<file path="src/rtl/tinker_pkg.sv">
// Shared types and constants for the memory port arbiter.
package tinker_pkg;

    typedef enum logic [1:0] {
        OWN_NONE = 2'd0,
        OWN_IF   = 2'd1,
        OWN_D    = 2'd2
    } owner_e;

    localparam int unsigned STARVE_LIMIT_DEF = 4;
    localparam logic [63:0] ALIGN_MASK       = 64'h7;

    function automatic logic misaligned(input logic [63:0] addr);
        return (addr & ALIGN_MASK) != 64'd0;
    endfunction

endpackage

</file>
<file path="src/rtl/mem_port_arbiter.sv">
// Single-port memory arbiter between fetch and data requesters.
// Optional anti-starvation for fetch under MEM_ARB_FAIRNESS_EN.
module mem_port_arbiter
    import tinker_pkg::*;
#(
    parameter int unsigned STARVE_LIMIT = STARVE_LIMIT_DEF
) (
    input  logic        clk,
    input  logic        reset,
    input  logic        i_req,
    input  logic [63:0] i_addr,
    output logic        i_gnt,
    output logic        i_rvalid,
    output logic [63:0] i_rdata,
    input  logic        flush,
    input  logic        d_req,
    input  logic        d_we,
    input  logic [63:0] d_addr,
    input  logic [63:0] d_wdata,
    output logic        d_gnt,
    output logic        d_rvalid,
    output logic [63:0] d_rdata,
    output logic        d_err,
    output logic        mem_en,
    output logic        mem_we,
    output logic [63:0] mem_addr,
    output logic [63:0] mem_wdata,
    input  logic [63:0] mem_rdata
);

    if (STARVE_LIMIT < 1 || STARVE_LIMIT > 15) begin : g_bad_limit
        $error("STARVE_LIMIT must be within 1..15");
    end

    owner_e owner_q, owner_d;
    logic   err_q, err_d;
    logic   st_q, st_d;
    logic   d_mis, d_slot, fetch_prio;
    logic   unused_iaddr;

    assign unused_iaddr = ^i_addr[2:0];

`ifdef MEM_ARB_FAIRNESS_EN
    localparam logic [3:0] LIMIT = 4'(STARVE_LIMIT);
    logic [3:0] starve_q, starve_d;

    assign fetch_prio = i_req && (starve_q >= LIMIT);

    always_comb begin
        starve_d = starve_q;
        if (!i_req || i_gnt) begin
            starve_d = 4'd0;
        end else if (d_gnt && starve_q != 4'hF) begin
            starve_d = starve_q + 4'd1;
        end
    end

    always_ff @(posedge clk or posedge reset) begin
        if (reset) starve_q <= 4'd0;
        else       starve_q <= starve_d;
    end
`else
    assign fetch_prio = 1'b0;
`endif

    always_comb begin
        d_mis     = misaligned(d_addr);
        d_gnt     = 1'b0;
        i_gnt     = 1'b0;
        if (!reset) begin
            // A misaligned data access never uses the port, so fetch may share the cycle
            d_gnt = d_req && (d_mis || !fetch_prio);
            i_gnt = i_req && (!d_req || d_mis || fetch_prio);
        end
        d_slot    = d_gnt && !d_mis;
        mem_en    = d_slot || i_gnt;
        mem_we    = d_slot && d_we;
        mem_addr  = 64'd0;
        if (d_slot)     mem_addr = d_addr;
        else if (i_gnt) mem_addr = {i_addr[63:3], 3'b000};
        mem_wdata = mem_we ? d_wdata : 64'd0;
        owner_d   = OWN_NONE;
        if (d_slot)              owner_d = OWN_D;
        else if (i_gnt && !flush) owner_d = OWN_IF;
        err_d     = d_gnt && d_mis;
        st_d      = d_slot && d_we;
    end

    always_ff @(posedge clk or posedge reset) begin
        if (reset) begin
            owner_q <= OWN_NONE;
            err_q   <= 1'b0;
            st_q    <= 1'b0;
        end else begin
            owner_q <= owner_d;
            err_q   <= err_d;
            st_q    <= st_d;
        end
    end

    assign i_rvalid = (owner_q == OWN_IF) && !flush;
    assign i_rdata  = i_rvalid ? mem_rdata : 64'd0;
    assign d_rvalid = (owner_q == OWN_D) || err_q;
    assign d_rdata  = (owner_q == OWN_D && !st_q) ? mem_rdata : 64'd0;
    assign d_err    = err_q;

endmodule
</file>
<file path="config.mk">
export PLATFORM = sky130hd
export DESIGN_NAME = mem_port_arbiter
export DESIGN_NICKNAME = d
export VERILOG_FILES = /design/src/rtl/tinker_pkg.sv /design/src/rtl/mem_port_arbiter.sv
export SDC_FILE = /design/constraint.sdc
export NUM_CORES = 1
export LEC_CHECK = 0
export ABC_AREA = 1
export CAP_MARGIN = 20
export CORE_AREA = 2 2 205 207
export CTS_CLUSTER_SIZE = 12
export DETAILED_ROUTE_END_ITERATION = 12
export DIE_AREA = 0 0 207 209
export PLACE_DENSITY = 0.39
export RECOVER_POWER = 50
export SYNTH_ARGS = -nofsm -noshare
export SYNTH_HDL_FRONTEND = slang
export SYNTH_SLANG_ARGS = --single-unit
</file>
<file path="constraint.sdc">
create_clock -name clk -period 1.55 [get_ports clk]
set_input_delay 0.31 -clock clk [delete_from_list [all_inputs] [get_ports clk]]
set_output_delay 0.31 -clock clk [all_outputs]
set_load 0.005 [all_outputs]
</file>
==> flow_metrics.py, run 1 <==
metrics = {
    "layout": {
        "design_area_um2": 11600,
        "final_cell_count_no_fill": 1800,
        "nFillCells": 4531,
        "drive_gt1_share_pct": 55.2,
        "area_growth_pct": 339,
        "final_cell_mix": "clkdlybuf4s50_1 (251), buf_2 (179), inv_1 (132)",
        "final_common_cell": "clkdlybuf4s50_1",
        "nNetsFinal": 1524,
    },
    "placement": {
        "pre_cts_slack_ps": -993,
        "portBuffers": 518,
        "place_area_um2": 8850,
        "dp_hpwl_mm": 22.5,
        "gp_congestion": 0.846,
        "placed_cells": 1649,
    },
    "timing": {
        "grt_setup_unrepaired": "yes",
        "fin_crit_ps": 1940,
        "period_share_pct": 125,
        "finalHoldViolCount": 0,
        "max_freq_mhz": 515,
        "worst_slack_ps": -393,
        "slew_violations": 0,
        "setup_viol": 257,
    },
    "critical_path": {
        "critPathMaxFanout": 4,
        "cp_cell_sequence": "buf_6 > nor2_4 > buf_6 > nand3_4 > buf_12 > buf_8 > buf_16 > buf_8 > buf_6 > nand3_2 > nand2_1 > buf_2",
        "crit_top_cell": "buf_6",
        "cp.required_ps": 1240,
        "critPathKind": "in -> out",
        "cp_data_arrival_time_ps": 1630,
        "end_kind": "output port",
        "slowest_delay_ps": 160,
        "crit_path_start_kind": "input pin",
        "cp_slowest_cell": "nor2_4",
    },
    "logic_synthesis": {
        "ys_warn_count": 0,
        "synth_area_leaders": "nor2_1 (28%), inv_1 (19%), nand4_1 (15%)",
        "syn_inst": 589,
        "postSynthAreaPerCell_um2": 4.49,
        "ys_ff_latch": 4,
        "syn_area_um2": 2650,
        "yosysTopAreaCell": "nor2_1",
        "synth_cell_types": 17,
        "seq_area_frac_synth_pct": 3.78,
        "synth_top_area_share_pct": 27.9,
    },
    "clock_network": {
        "clk_pin_slew_ps": 30,
        "cts_buffers": 3,
        "root_buffer": "clkbuf_16",
        "clock_sinks": 4,
        "htreeDepth": 1,
        "clk_path_buf_depth": 2,
        "cts_tree": "yes",
    },
    "outcome": {
        "run_status": "complete, but fails checks",
        "violations": "negative setup slack",
    },
    "die": {
        "die_x_um": 207,
        "fp.coreArea_um2": 41300,
        "io_pins": 525,
        "die-height_um": 209,
        "initial_core_util_pct": 6.41,
        "fp-row-count": 75,
        "die_area_um2": 43300,
    },
    "routing": {
        "first_pass_iters": 4,
        "routed_wl_mm": 32.0,
        "drtAntennaViolNets": 0,
        "num_vias": 6416,
        "wl_per_cell_um": 17.8,
        "drt_iter0_drc": 185,
        "remaining_drc_errors": 0,
        "drt-vias-per-instance": 3.56,
    },
    "pwr": {
        "ir_drop_uv": 255,
        "total_power_mw": 2.56,
        "cellLeakagePower_nw": 5.96,
        "cellPowerDensity_nw_per_um2": 220,
    },
    "global_route": {
        "grt_pass1_vias": 6204,
        "antenna_found_initial": 4,
        "grt_max_degree": 41,
        "track_usage_pct": 13.0,
        "overflow": 0,
        "grt_pass1_wl_mm": 41.6,
    },
    "hold_path": {
        "hp-class": "in -> async",
    },
    "job": {
        "maxCapViolCount": 0,
    },
}
[worst max-delay path by stage]
stage | start | end | cells past startpoint
5_1_grt | d_addr[0] | mem_addr[42] | 12
4_1_cts | owner_q[0] | d_rdata[4] | 6
3_3_place_gp | reset | mem_addr[44] | 7
2_1_floorplan | d_addr[0] | mem_addr[10] | 6
6_report | d_addr[0] | mem_addr[52] | 12
3_5_place_dp | reset | mem_addr[44] | 7
[cell type report]
type | instances | area, µm² | area share (%)
repair buffers | 723 | 7160 | 61.6
multi-input cells | 392 | 3090 | 26.5
well taps | 539 | 674 | 5.80
inverters | 138 | 528 | 4.54
flip-flops and latches | 4 | 100 | 0.861
clock buffers | 3 | 75.1 | 0.646
diodes | 1 | 2.50 | 0.0215
[cell families (layout without fill, tap and decap cells)]
kind of cell / Yosys count / count (layout) / synth area share (%)
and+or+nand+nor: 387 / 387 / 64.0
buffers and inverters: 195 / 864 / 31.5
DFF: 4 / 4 / 3.78
AOI/OAI and AO/OA: 2 / 2 / 0.567
other: 1 / 4 / 0.142
[metrics by stage]
step	util [%]	hold WS, ps	TNS (ps)
floorplan	-	76.1	0
global placement	21.4	986	-170250
detailed placement	21.4	996	-173820
CTS	24.6	262	-80720
global route	28.2	394	-67470
finish	28.2	332	-51410
[power breakdown]
part	internal, mW	leakage (nW)	switching [mW]	total [mW]
Sequential	0.108	0.0543	0.00192	0.110
Combinational	1.22	5.87	0.824	2.05
Clock	0.329	0.0370	0.0669	0.396
[state kept, by name (all words and copies together), names as in the netlist]
| name | flops |
|---|---|
| st_q | 1 |
| d_err | 1 |
| owner_q | 2 |
[cells in the mapped netlist]
master,n
a21boi_0,1
buf_1,3
buf_2,42
buf_4,3
buf_6,5
clkbuf_1,4
conb_1,1
dfrtp_1,4
inv_1,136
inv_2,2
nand2_1,64
nand3_1,62
nand3_2,1
nand3b_1,1
nand4_1,62
nor2_1,197
o21bai_1,1
[what timing repair did]
action,4_1_cts,5_1_grt
hold buffers,0,0
setup endpoints to repair,261,260
endpoints found under the hold margin,0,0
gates resized for setup,844,687
buffers inserted,80,65
pin swaps,21,54
cloned,23,9
[routing by layer]
metal | vias to the layer above | GRT usage, % | routed length, µm | share of wire (%)
met5 | - | 0 | 0 | 0
met4 | 0 | 1.90 | 572 | 1.8
met1 | 2937 | 14.6 | 12500 | 39
met2 | 323 | 25.0 | 17000 | 53
met3 | 26 | 3.05 | 1950 | 6.1
li1 | 3130 | - | - | -
[worst max-delay path, delay by kind of cell]
| family | cells | cell delay (ps) |
|---|---|---|
| buf+inv | 8 | 990 |
| simple gates | 4 | 340 |
(Power assumes the default switching activity.)
==> run 2, diff against run 1 <==
Settings changed: HOLD_SLACK_MARGIN from default to 0.12.
==> results of run 2 <==
Final layout, timing and power as in run 1 (identical DEF).
==> run 3, diff against run 2 <==
Clock period 1.55 ns to 2.2 ns, I/O delays scaled along.
==> run 3 against run 2 <==
Sequential power is 30% lower. Worst setup slack gained 420 ps. Non-clock buffer count is 91 lower. The run now ends clean. Total power is 42% lower. Hold slack better by 180 ps. Via count is 8.6% lower.
==> flow_metrics.py, run 3 (synthesis results as in run 1) <==
metrics = {
    "critical_path": {
        "cp_slowest_cell": "clkdlybuf4s50_1",
        "critPathMaxFanout": 32,
        "cp_data_arrival_time_ps": 1730,
        "slowest_delay_ps": 470,
        "end_kind": "output port",
        "cp_cell_sequence": "clkdlybuf4s50_1 > nand4_1 > buf_6 > buf_12 > nor2_1 > clkdlybuf4s15_1",
        "crit_family": "buffers and inverters",
        "crit_path_start_kind": "input pin",
        "critical_path_buf_inv_count": 4,
        "critPathKind": "in -> out",
        "cp.required_ps": 1760,
    },
    "routing": {
        "num_vias": 5865,
        "drt-vias-per-instance": 3.42,
        "first_pass_iters": 4,
        "wl_per_cell_um": 16.5,
        "drt_iter0_drc": 191,
        "remaining_drc_errors": 0,
        "routed_wl_mm": 28.2,
        "drtAntennaViolNets": 0,
    },
    "pwr": {
        "clkPwrFrac_pct": 18.7,
        "pwr-share-comb_pct": 76.1,
        "total_power_mw": 1.49,
        "ir_drop_uv": 201,
        "p_sw_uw": 466,
        "cellLeakagePower_nw": 5.54,
        "cellPowerDensity_nw_per_um2": 157,
        "p_sw_share_pct": 31.3,
        "intPower_mw": 1.02,
        "seqPwrFrac_pct": 5.2,
    },
    "outcome": {
        "run_status": "finished clean",
    },
    "layout": {
        "largest_reg_flops": 2,
        "final_cell_count_no_fill": 1714,
        "area_growth_pct": 259,
        "nFillCells": 4731,
        "fin_util_pct": 23.0,
        "largest-register": "owner_q",
        "design_area_um2": 9500,
        "nNetsFinal": 1434,
        "final_common_cell": "clkdlybuf4s50_1",
        "final_cell_mix": "clkdlybuf4s50_1 (251), nor2_1 (186), dlygate4sd2_1 (146)",
        "drive_gt1_share_pct": 14.5,
    },
    "timing": {
        "max_freq_mhz": 460,
        "grt_setup_unrepaired": "yes",
        "slew_violations": 0,
        "fin_crit_ps": 2170,
        "finalSetupTns_ps": 0,
        "finalHoldViolCount": 0,
        "setup_viol": 0,
        "period_share_pct": 98.8,
    },
    "placement": {
        "place_area_um2": 8790,
        "gp_congestion": 0.841,
        "portBuffers": 518,
        "placed_cells": 1642,
        "dp_hpwl_mm": 22.2,
    },
    "global_route": {
        "track_usage_pct": 12.2,
        "grt_pass1_wl_mm": 39.4,
        "overflow": 0,
        "grt_max_degree": 41,
        "antenna_found_initial": 6,
        "grt_pass1_vias": 6033,
    },
    "clock_network": {
        "clk_pin_slew_ps": 30,
        "cts_buffers": 3,
        "cts_tree": "yes",
        "clock_sinks": 4,
        "clk_path_buf_depth": 2,
        "htreeDepth": 1,
        "holdBufCountCts": 0,
        "root_buffer": "clkbuf_16",
    },
    "die": {
        "io_pins": 525,
        "fp.coreArea_um2": 41300,
        "die-height_um": 209,
        "initial_core_util_pct": 6.41,
        "die_area_um2": 43300,
        "die_x_um": 207,
        "fp-row-count": 75,
    },
    "hold_path": {
        "hp-class": "in -> async",
    },
    "job": {
        "maxCapViolCount": 0,
    },
}
[run 3: cell types whose count changed in the layout (fill, tap and decap cells not counted), sizes merged]
| cell | delta |
|---|---|
| dlymetal6s2s | -4 |
| clkdlybuf4s25 | +7 |
| clkdlybuf4s15 | +56 |
| dlymetal6s4s | +10 |
| clkbuf | +9 |
| nand2 | +1 |
| dlygate4sd3 | +2 |
| buf | -318 |
| bufbuf | +3 |
| dlygate4sd2 | +144 |
| diode | +4 |
[run 3: stage by stage]
step                hold WS [ps]  setup WS (ps)
detailed placement          1110           -592
CTS                          460           -228
floorplan                    206            612
global route                 528          -11.7
global placement            1110           -568
finish                       511           25.3
[run 3: repair_timing]
item                       4_1_cts  5_1_grt
setup endpoints to repair      229      114
gates resized for setup        380       95
pin swaps                        8        4
setup buffers                   44        6
cloned                          14        0
[run 3: worst min-delay path, cell delays in order]
cell and delay, ps:
buf_2 140, buf_4 150, clkbuf_1 170, inv_1 180
[run 3: worst max path at each step]
stage	start	to	cells past startpoint
CTS	d_addr[1]	mem_addr[44]	8
global route	d_req	mem_addr[46]	9
finish	d_we	mem_wdata[58]	6
detailed placement	reset	mem_addr[44]	7
global placement	reset	mem_addr[44]	7
floorplan	d_addr[0]	mem_addr[10]	6
[run 3: layout make-up]
| cell class | count | area (µm²) | area share, % |
|---|---|---|---|
| Inverter | 138 | 523 | 5.50 |
| Tap cell | 539 | 674 | 7.10 |
| Timing Repair Buffer | 632 | 6300 | 66.3 |
| Clock buffer | 3 | 75.1 | 0.790 |
| Sequential cell | 4 | 100 | 1.05 |
| Antenna cell | 5 | 12.5 | 0.132 |
| Multi-Input combinational cell | 393 | 1820 | 19.1 |
[run 3: power by group through the flow]
| stage | logic (mW) | clock network [mW] | registers (mW) |
|---|---|---|---|
| 6_report | 1.13 | 0.279 | 0.0775 |
| 5_1_grt | 1.22 | 0.292 | 0.0778 |
| 4_1_cts | 1.16 | 0.285 | 0.0777 |
| 3_5_place_dp | 1.07 | 0 | 0.0783 |
| 3_3_place_gp | 1.07 | 0 | 0.0784 |
| 2_1_floorplan | 0.241 | 0 | 0.0780 |
[run 3: layer usage]
| layer | wire length (µm) | global-route usage (%) |
|---|---|---|
| met3 | 2130 | 3.16 |
| met5 | 13 | 0 |
| met4 | 584 | 2.81 |
| met1 | 10600 | 13.1 |
| met2 | 14900 | 23.6 |
